<file path="src/rtl/blur_frame_scheduler_if.sv">
// Bundles the two pixel sources, the blur engine link and the result stream.
// Latency: none, wires only.
// Backpressure: src_ready per source; the engine and result paths are strobe-only.
interface blur_frame_scheduler_if #(
    parameter int DATA_WIDTH = 8,
    parameter int RADIUS_W   = 3
);
    logic [1:0]            req;
    logic [1:0]            grant;
    logic [DATA_WIDTH-1:0] src0_pixel;
    logic                  src0_valid;
    logic [RADIUS_W-1:0]   src0_radius;
    logic [DATA_WIDTH-1:0] src1_pixel;
    logic                  src1_valid;
    logic [RADIUS_W-1:0]   src1_radius;
    logic [1:0]            src_ready;
    logic [DATA_WIDTH-1:0] eng_pixel_in;
    logic                  eng_pixel_in_valid;
    logic [RADIUS_W-1:0]   eng_radius;
    logic                  eng_busy;
    logic [DATA_WIDTH-1:0] eng_pixel_out;
    logic                  eng_pixel_out_valid;
    logic [DATA_WIDTH-1:0] out_pixel;
    logic                  out_valid;
    logic                  out_owner;
    logic                  frame_done;
    logic                  timeout_err;

    // Environment side: sources, engine model and result consumer.
    modport master (
        output req, src0_pixel, src0_valid, src0_radius,
        output src1_pixel, src1_valid, src1_radius,
        output eng_busy, eng_pixel_out, eng_pixel_out_valid,
        input  grant, src_ready, eng_pixel_in, eng_pixel_in_valid, eng_radius,
        input  out_pixel, out_valid, out_owner, frame_done, timeout_err
    );

    // Scheduler side.
    modport slave (
        input  req, src0_pixel, src0_valid, src0_radius,
        input  src1_pixel, src1_valid, src1_radius,
        input  eng_busy, eng_pixel_out, eng_pixel_out_valid,
        output grant, src_ready, eng_pixel_in, eng_pixel_in_valid, eng_radius,
        output out_pixel, out_valid, out_owner, frame_done, timeout_err
    );
endinterface

</file>
<file path="src/rtl/blur_frame_scheduler.sv">
// Round-robin frame scheduler sharing one blur engine between two pixel sources.
// Latency: grant 1 cycle after request; source->engine and engine->output 1 cycle each.
// Backpressure: src_ready for the owner only during load; engine stall aborts via timeout.
module blur_frame_scheduler #(
    parameter int IMG_WIDTH      = 640,
    parameter int IMG_HEIGHT     = 480,
    parameter int DATA_WIDTH     = 8,
    parameter int MAX_RADIUS     = 4,
    parameter int RADIUS_W       = 3,
    parameter int TIMEOUT_CYCLES = 1048576
) (
    input logic clk,
    input logic reset,
    blur_frame_scheduler_if.slave bus
);
    localparam int TOTAL = IMG_WIDTH * IMG_HEIGHT;
    localparam int CW    = $clog2(TOTAL + 1);
    localparam int TW    = $clog2(TIMEOUT_CYCLES + 1);
    localparam logic [CW-1:0]       LAST     = CW'(TOTAL - 1);
    localparam logic [TW-1:0]       TO_LIMIT = TW'(TIMEOUT_CYCLES);
    localparam logic [RADIUS_W-1:0] MAX_R    = RADIUS_W'(MAX_RADIUS);

    typedef enum logic [1:0] {IDLE, LOAD, WAIT_OUT, DRAIN} state_t;

    state_t                state;
    logic [CW-1:0]         in_cnt;
    logic [CW-1:0]         out_cnt;
    logic [TW-1:0]         to_cnt;
    logic                  prio;
    logic                  owner_r;
    logic [1:0]            grant_r;
    logic [1:0]            ready_r;
    logic [DATA_WIDTH-1:0] eng_pix_r;
    logic                  eng_vld_r;
    logic [RADIUS_W-1:0]   radius_r;
    logic [DATA_WIDTH-1:0] out_pix_r;
    logic                  out_vld_r;
    logic                  done_r;
    logic                  to_err_r;

    logic                  pick;
    logic [RADIUS_W-1:0]   pick_radius;
    logic                  own_valid;
    logic [DATA_WIDTH-1:0] own_pixel;
    logic                  load_xfer;
    logic [TW-1:0]         to_nxt;

    // Arbitration choice and owner-side source mux.
    always_comb begin
        pick        = (bus.req == 2'b11) ? prio : bus.req[1];
        pick_radius = pick ? bus.src1_radius : bus.src0_radius;
        own_valid   = owner_r ? bus.src1_valid : bus.src0_valid;
        own_pixel   = owner_r ? bus.src1_pixel : bus.src0_pixel;
        load_xfer   = (state == LOAD) && own_valid && ready_r[owner_r];
        to_nxt      = to_cnt + TW'(1);
    end

    // Frame FSM: grant, load the engine, drain results or give up on timeout.
    always_ff @(posedge clk or posedge reset) begin
        if (reset) begin
            state     <= IDLE;
            in_cnt    <= '0;
            out_cnt   <= '0;
            to_cnt    <= '0;
            prio      <= 1'b0;
            owner_r   <= 1'b0;
            grant_r   <= 2'b00;
            ready_r   <= 2'b00;
            eng_pix_r <= '0;
            eng_vld_r <= 1'b0;
            radius_r  <= '0;
            out_pix_r <= '0;
            out_vld_r <= 1'b0;
            done_r    <= 1'b0;
            to_err_r  <= 1'b0;
        end else begin
            eng_vld_r <= 1'b0;
            out_vld_r <= 1'b0;
            done_r    <= 1'b0;
            to_err_r  <= 1'b0;
            case (state)
                IDLE: begin
                    if (bus.req != 2'b00 && !bus.eng_busy) begin
                        grant_r  <= pick ? 2'b10 : 2'b01;
                        ready_r  <= pick ? 2'b10 : 2'b01;
                        owner_r  <= pick;
                        prio     <= ~pick;
                        radius_r <= (pick_radius > MAX_R) ? MAX_R : pick_radius;
                        in_cnt   <= '0;
                        out_cnt  <= '0;
                        state    <= LOAD;
                    end
                end
                LOAD: begin
                    if (load_xfer) begin
                        eng_pix_r <= own_pixel;
                        eng_vld_r <= 1'b1;
                        in_cnt    <= in_cnt + CW'(1);
                        if (in_cnt == LAST) begin
                            ready_r <= 2'b00;
                            to_cnt  <= '0;
                            state   <= WAIT_OUT;
                        end
                    end
                end
                WAIT_OUT, DRAIN: begin
                    if (bus.eng_pixel_out_valid) begin
                        out_pix_r <= bus.eng_pixel_out;
                        out_vld_r <= 1'b1;
                        out_cnt   <= out_cnt + CW'(1);
                        to_cnt    <= '0;
                        state     <= DRAIN;
                        if (out_cnt == LAST) begin
                            done_r  <= 1'b1;
                            grant_r <= 2'b00;
                            in_cnt  <= '0;
                            out_cnt <= '0;
                            state   <= IDLE;
                        end
                    end else if (to_nxt == TO_LIMIT) begin
                        to_err_r <= 1'b1;
                        grant_r  <= 2'b00;
                        in_cnt   <= '0;
                        out_cnt  <= '0;
                        to_cnt   <= '0;
                        state    <= IDLE;
                    end else begin
                        to_cnt <= to_nxt;
                    end
                end
                default: state <= IDLE;
            endcase
        end
    end

    assign bus.grant              = grant_r;
    assign bus.src_ready          = ready_r;
    assign bus.eng_pixel_in       = eng_pix_r;
    assign bus.eng_pixel_in_valid = eng_vld_r;
    assign bus.eng_radius         = radius_r;
    assign bus.out_pixel          = out_pix_r;
    assign bus.out_valid          = out_vld_r;
    assign bus.out_owner          = owner_r;
    assign bus.frame_done         = done_r;
    assign bus.timeout_err        = to_err_r;
endmodule

</file>
<file path="src/flat_wrapper.sv">
// flat-port wrapper written by rule: the top's interface ports become plain ports
module blur_frame_scheduler_flat 
#(
    parameter int IMG_WIDTH      = 640,
    parameter int IMG_HEIGHT     = 480,
    parameter int DATA_WIDTH     = 8,
    parameter int MAX_RADIUS     = 4,
    parameter int RADIUS_W       = 3,
    parameter int TIMEOUT_CYCLES = 1048576
)
  (clk, reset, bus_req, bus_src0_pixel, bus_src0_valid, bus_src0_radius, bus_src1_pixel, bus_src1_valid, bus_src1_radius, bus_eng_busy, bus_eng_pixel_out, bus_eng_pixel_out_valid, bus_grant, bus_src_ready, bus_eng_pixel_in, bus_eng_pixel_in_valid, bus_eng_radius, bus_out_pixel, bus_out_valid, bus_out_owner, bus_frame_done, bus_timeout_err);
  blur_frame_scheduler_if #(.DATA_WIDTH(DATA_WIDTH), .RADIUS_W(RADIUS_W)) bus_i ();
  input logic clk;
  input logic reset;
  input wire logic [$bits(bus_i.req)-1:0] bus_req;
  input wire logic [$bits(bus_i.src0_pixel)-1:0] bus_src0_pixel;
  input wire logic [$bits(bus_i.src0_valid)-1:0] bus_src0_valid;
  input wire logic [$bits(bus_i.src0_radius)-1:0] bus_src0_radius;
  input wire logic [$bits(bus_i.src1_pixel)-1:0] bus_src1_pixel;
  input wire logic [$bits(bus_i.src1_valid)-1:0] bus_src1_valid;
  input wire logic [$bits(bus_i.src1_radius)-1:0] bus_src1_radius;
  input wire logic [$bits(bus_i.eng_busy)-1:0] bus_eng_busy;
  input wire logic [$bits(bus_i.eng_pixel_out)-1:0] bus_eng_pixel_out;
  input wire logic [$bits(bus_i.eng_pixel_out_valid)-1:0] bus_eng_pixel_out_valid;
  output wire logic [$bits(bus_i.grant)-1:0] bus_grant;
  output wire logic [$bits(bus_i.src_ready)-1:0] bus_src_ready;
  output wire logic [$bits(bus_i.eng_pixel_in)-1:0] bus_eng_pixel_in;
  output wire logic [$bits(bus_i.eng_pixel_in_valid)-1:0] bus_eng_pixel_in_valid;
  output wire logic [$bits(bus_i.eng_radius)-1:0] bus_eng_radius;
  output wire logic [$bits(bus_i.out_pixel)-1:0] bus_out_pixel;
  output wire logic [$bits(bus_i.out_valid)-1:0] bus_out_valid;
  output wire logic [$bits(bus_i.out_owner)-1:0] bus_out_owner;
  output wire logic [$bits(bus_i.frame_done)-1:0] bus_frame_done;
  output wire logic [$bits(bus_i.timeout_err)-1:0] bus_timeout_err;
  assign bus_i.req = bus_req;
  assign bus_i.src0_pixel = bus_src0_pixel;
  assign bus_i.src0_valid = bus_src0_valid;
  assign bus_i.src0_radius = bus_src0_radius;
  assign bus_i.src1_pixel = bus_src1_pixel;
  assign bus_i.src1_valid = bus_src1_valid;
  assign bus_i.src1_radius = bus_src1_radius;
  assign bus_i.eng_busy = bus_eng_busy;
  assign bus_i.eng_pixel_out = bus_eng_pixel_out;
  assign bus_i.eng_pixel_out_valid = bus_eng_pixel_out_valid;
  assign bus_grant = bus_i.grant;
  assign bus_src_ready = bus_i.src_ready;
  assign bus_eng_pixel_in = bus_i.eng_pixel_in;
  assign bus_eng_pixel_in_valid = bus_i.eng_pixel_in_valid;
  assign bus_eng_radius = bus_i.eng_radius;
  assign bus_out_pixel = bus_i.out_pixel;
  assign bus_out_valid = bus_i.out_valid;
  assign bus_out_owner = bus_i.out_owner;
  assign bus_frame_done = bus_i.frame_done;
  assign bus_timeout_err = bus_i.timeout_err;
  blur_frame_scheduler #(.IMG_WIDTH(IMG_WIDTH), .IMG_HEIGHT(IMG_HEIGHT), .DATA_WIDTH(DATA_WIDTH), .MAX_RADIUS(MAX_RADIUS), .RADIUS_W(RADIUS_W), .TIMEOUT_CYCLES(TIMEOUT_CYCLES)) u_core (.clk(clk), .reset(reset), .bus(bus_i));
endmodule
</file>
<file path="config.mk">
export PLATFORM = sky130hd
export DESIGN_NAME = blur_frame_scheduler_flat
export DESIGN_NICKNAME = d
export VERILOG_FILES = /design/src/rtl/blur_frame_scheduler_if.sv /design/src/rtl/blur_frame_scheduler.sv /design/src/flat_wrapper.sv
export SDC_FILE = /design/constraint.sdc
export NUM_CORES = 1
export LEC_CHECK = 0
export ABC_AREA = 1
export CORE_MARGIN = 4
export CORE_UTILIZATION = 45
export CTS_CLUSTER_DIAMETER = 200
export DETAILED_ROUTE_END_ITERATION = 10
export PLACE_DENSITY = 0.71
export SLEW_MARGIN = 30
export SYNTH_ARGS = -nofsm -noshare
export SYNTH_HDL_FRONTEND = slang
export SYNTH_SLANG_ARGS = --single-unit
</file>
<file path="constraint.sdc">
create_clock -name clk -period 3.65 [get_ports clk]
set_input_delay 0.73 -clock clk [delete_from_list [all_inputs] [get_ports clk]]
set_output_delay 0.73 -clock clk [all_outputs]
set_load 0.01 [all_outputs]
</file>
==> metrics <==
Layout Skew 0.00412 ns; most frequent cells in the layout nand2_1, dfrtp_1, clkdlybuf4s50_1; initial antenna violation count 0; DR iter-0 viols 289; Clock Latency Late Sink 0.34 ns; CORE AREA 11000 sq um; Pre-antenna DRT Iters 5; Core Rows 38; share of cells above drive strength 1 0.0564; Least-Margin Pin Slew 0.794 ns; largest net degree at the start of global routing 40; Int Pwr 2280 uW; final hold violation count 0; startpoint types flip-flop; Yosys top cell area share 0.441; All-Layer GR Usage 0.192; adder-cell area share of the yosys netlist 0.00736; CP Data Required Time 3.87 ns; busiest grt layer met2; sequential area share after synthesis 0.441; Yosys warning total 0; compound-cell area share of the yosys netlist 0.0760; Critical Path AT 3.13 ns; fin nets 816; die width 114 um; largest family of logic cells by synthesized area simple AND/OR/NAND/NOR gates; Via density 5.22; Synth-to-Final Area Change 21.9%; post-synthesis xor/xnor area fraction 0.0172; Max clock buf depth 2; clock network fraction of total power 0.303; non-filler cells, final 920; CTS buffer count 9; final setup fails 0; final WL 12300 um; GP Congestion 0.895; CTS root buf clkbuf_16; final worst path period share 0.797; Post-CTS Setup Bufs 0; Worst-path clk slew 0.06 ns; Congestion Overflow GR 0; leading area contributor after synthesis dfrtp_1; grt met3 use 0.0439; nature of the critical path endpoint flip-flop; f_max 344 MHz; max-slew violations 0; CTS tree done; max-cap violations 0; H-tree levels 3; quantity of I/O buffers inserted on ports 65; syn nets 751; # fillers 1000; first-pass GRT wire length 20900 um; pwr/cell area 561 nW/um^2; synthesized area per cell 7.19 sq um; M1 GR Usage 0.246; Synth Cell Area 5100 sq um; post-CTS sizing 0; Leak 0.00288 uW; Gate power share 0.324; die area 13100 sq um; I/O pin count 66; hpwl dp 8760 um; switching share of power 0.345; drt wl/cell 13.4 um; flops & latches, synth 90; met2 usage 0.328; CTS Hold Bufs 0; run status complete, no violations; Netlist cell types 38; VDD IR max 0.553 mV; simple-gate share of the synthesized area 0.386; synth top area cells dfrtp_1, nand2_1, nand3_1; fin crit period 2.91 ns; Placed Cells 904; routed vias 4805; Clock Sinks 90; Slew headroom 0.470; critical path class flip-flop to flip-flop; post-route antenna net violation count 0; hold crit path type flip-flop to flip-flop; Ant. Diodes 0; mux cell area share after synthesis 0.00196; TNS Setup 0 ns; vias in the first global route 4651; initial core utilization 0.465; Crit Path Max Fanout 35; Die H 114 um; Psw 1200 uW; Post-Syn Instances 710; most common cell after layout, fill and taps aside nand2_1; Reg power frac 0.373; DRC 0; RSZ-0062 raised after global routing no
==> synth_stat cells <==
cell type  number
nor2_4          4
nand4_1        31
a31oi_1        12
a31o_2          1
ha_1            3
a21oi_1        15
a22o_1          1
o2111ai_1       2
o21a_1          1
or2_1           1
or2_2           3
buf_2           5
nand3_1        48
nand2_2         2
and2_1          1
nor3b_1         3
o31ai_1         1
o21ai_1         9
nand2_1       268
nand2_4         2
clkbuf_1        7
o21bai_1        3
dfrtp_1        90
inv_2           4
nor2_2          3
mux2i_1         1
buf_6           2
inv_1          63
o21ai_0        24
nor3_1         15
nor4_1          4
buf_4           3
xor2_1          4
clkinv_1        2
nor2_1         63
xnor2_1         6
nand3b_1        1
nand3_4         2
==> worst paths after layout <==
check / depth (start not counted) / slack [ns] / start / to
max: 14 / 0.74 / u_core.to_cnt[0] / u_core.in_cnt[14]
min: 2 / 0.47 / u_core.bus.grant[1] / u_core.bus.grant[1]
max reg2reg: 14 / 0.74 / u_core.to_cnt[0] / u_core.in_cnt[14]
min reg2reg: 2 / 0.47 / u_core.bus.grant[1] / u_core.bus.grant[1]
max in group asynchronous: 3 / 2.11 / reset / u_core.to_cnt[15]
min in group asynchronous: 2 / 0.80 / reset / u_core.bus.eng_pixel_in_valid
==> critical path, stage by stage, from the launching register on <==
cell     delay [ns]
dfrtp_1        0.44
ha_1           0.33
nand3_1        0.20
nor2_1         0.23
nand2_1        0.07
nand2_1        0.09
nand2_1        0.05
nor2_1         0.14
nand3_1        0.10
nor2_1         0.14
nand2_2        0.11
nand2_4        0.35
nand3_4        0.31
nand2_1        0.15
nand2_1        0.06
==> routing by layer <==
layer | share of wire | wire (um)
met2 | 0.49 | 6060
met1 | 0.46 | 5630
met4 | 0.0043 | 53
met3 | 0.045 | 559
met5 | 0 | 0
==> sequential cells by signal, indices dropped and copies added, names as in the netlist <==
name and flops:
u_core.to_cnt 21, u_core.in_cnt 19, u_core.out_cnt 19, u_core.bus.eng_pixel_in 8
u_core.bus.out_pixel 8, u_core.bus.eng_radius 3, u_core.bus.grant 2, u_core.bus.src_ready 2
u_core.state 2, u_core.bus.eng_pixel_in_valid 1, u_core.bus.frame_done 1, u_core.bus.out_owner 1
u_core.bus.out_valid 1, u_core.bus.timeout_err 1, u_core.prio 1
==> through the flow <==
step           hold WS [ns]  worst slack, ns  total power (uW)  area [sq um]  utilization
2_1_floorplan         0.463            0.585              1970          5100            -
3_3_place_gp          0.457            0.748              2420          5880        0.535
3_5_place_dp          0.457            0.663              2440          5880        0.535
4_1_cts               0.473            0.766              3510          6220        0.566
5_1_grt               0.498            0.436              3680          6220        0.566
6_report              0.469            0.740              3490          6220        0.566
==> final cells by class <==
| class | instances | area, sq um | share of cell area |
|---|---|---|---|
| inverters | 69 | 260 | 0.0418 |
| flip-flops and latches | 90 | 2250 | 0.362 |
| clock inverters | 7 | 116 | 0.0187 |
| repair buffers | 71 | 696 | 0.112 |
| multi-input cells | 534 | 2490 | 0.401 |
| well taps | 140 | 175 | 0.0282 |
| clock buffers | 9 | 225 | 0.0362 |
==> power by group through the flow <==
stage,clock (uW),sequential (uW),combinational [uW]
6_report,1060,1300,1130
5_1_grt,1110,1330,1240
4_1_cts,1080,1300,1130
3_5_place_dp,0,1320,1130
3_3_place_gp,0,1310,1110
2_1_floorplan,0,1340,637
==> cells by family after synthesis <==
kind of cell / Yosys count
XOR/XNOR: 10
multiplexers: 1
flip-flops: 90
buffers and inverters: 86
AO/OA/AOI/OAI: 69
adder cells (fa/ha/maj): 3
AND/OR/NAND/NOR: 451
No activity file was read; power rests on OpenSTA's default activity.
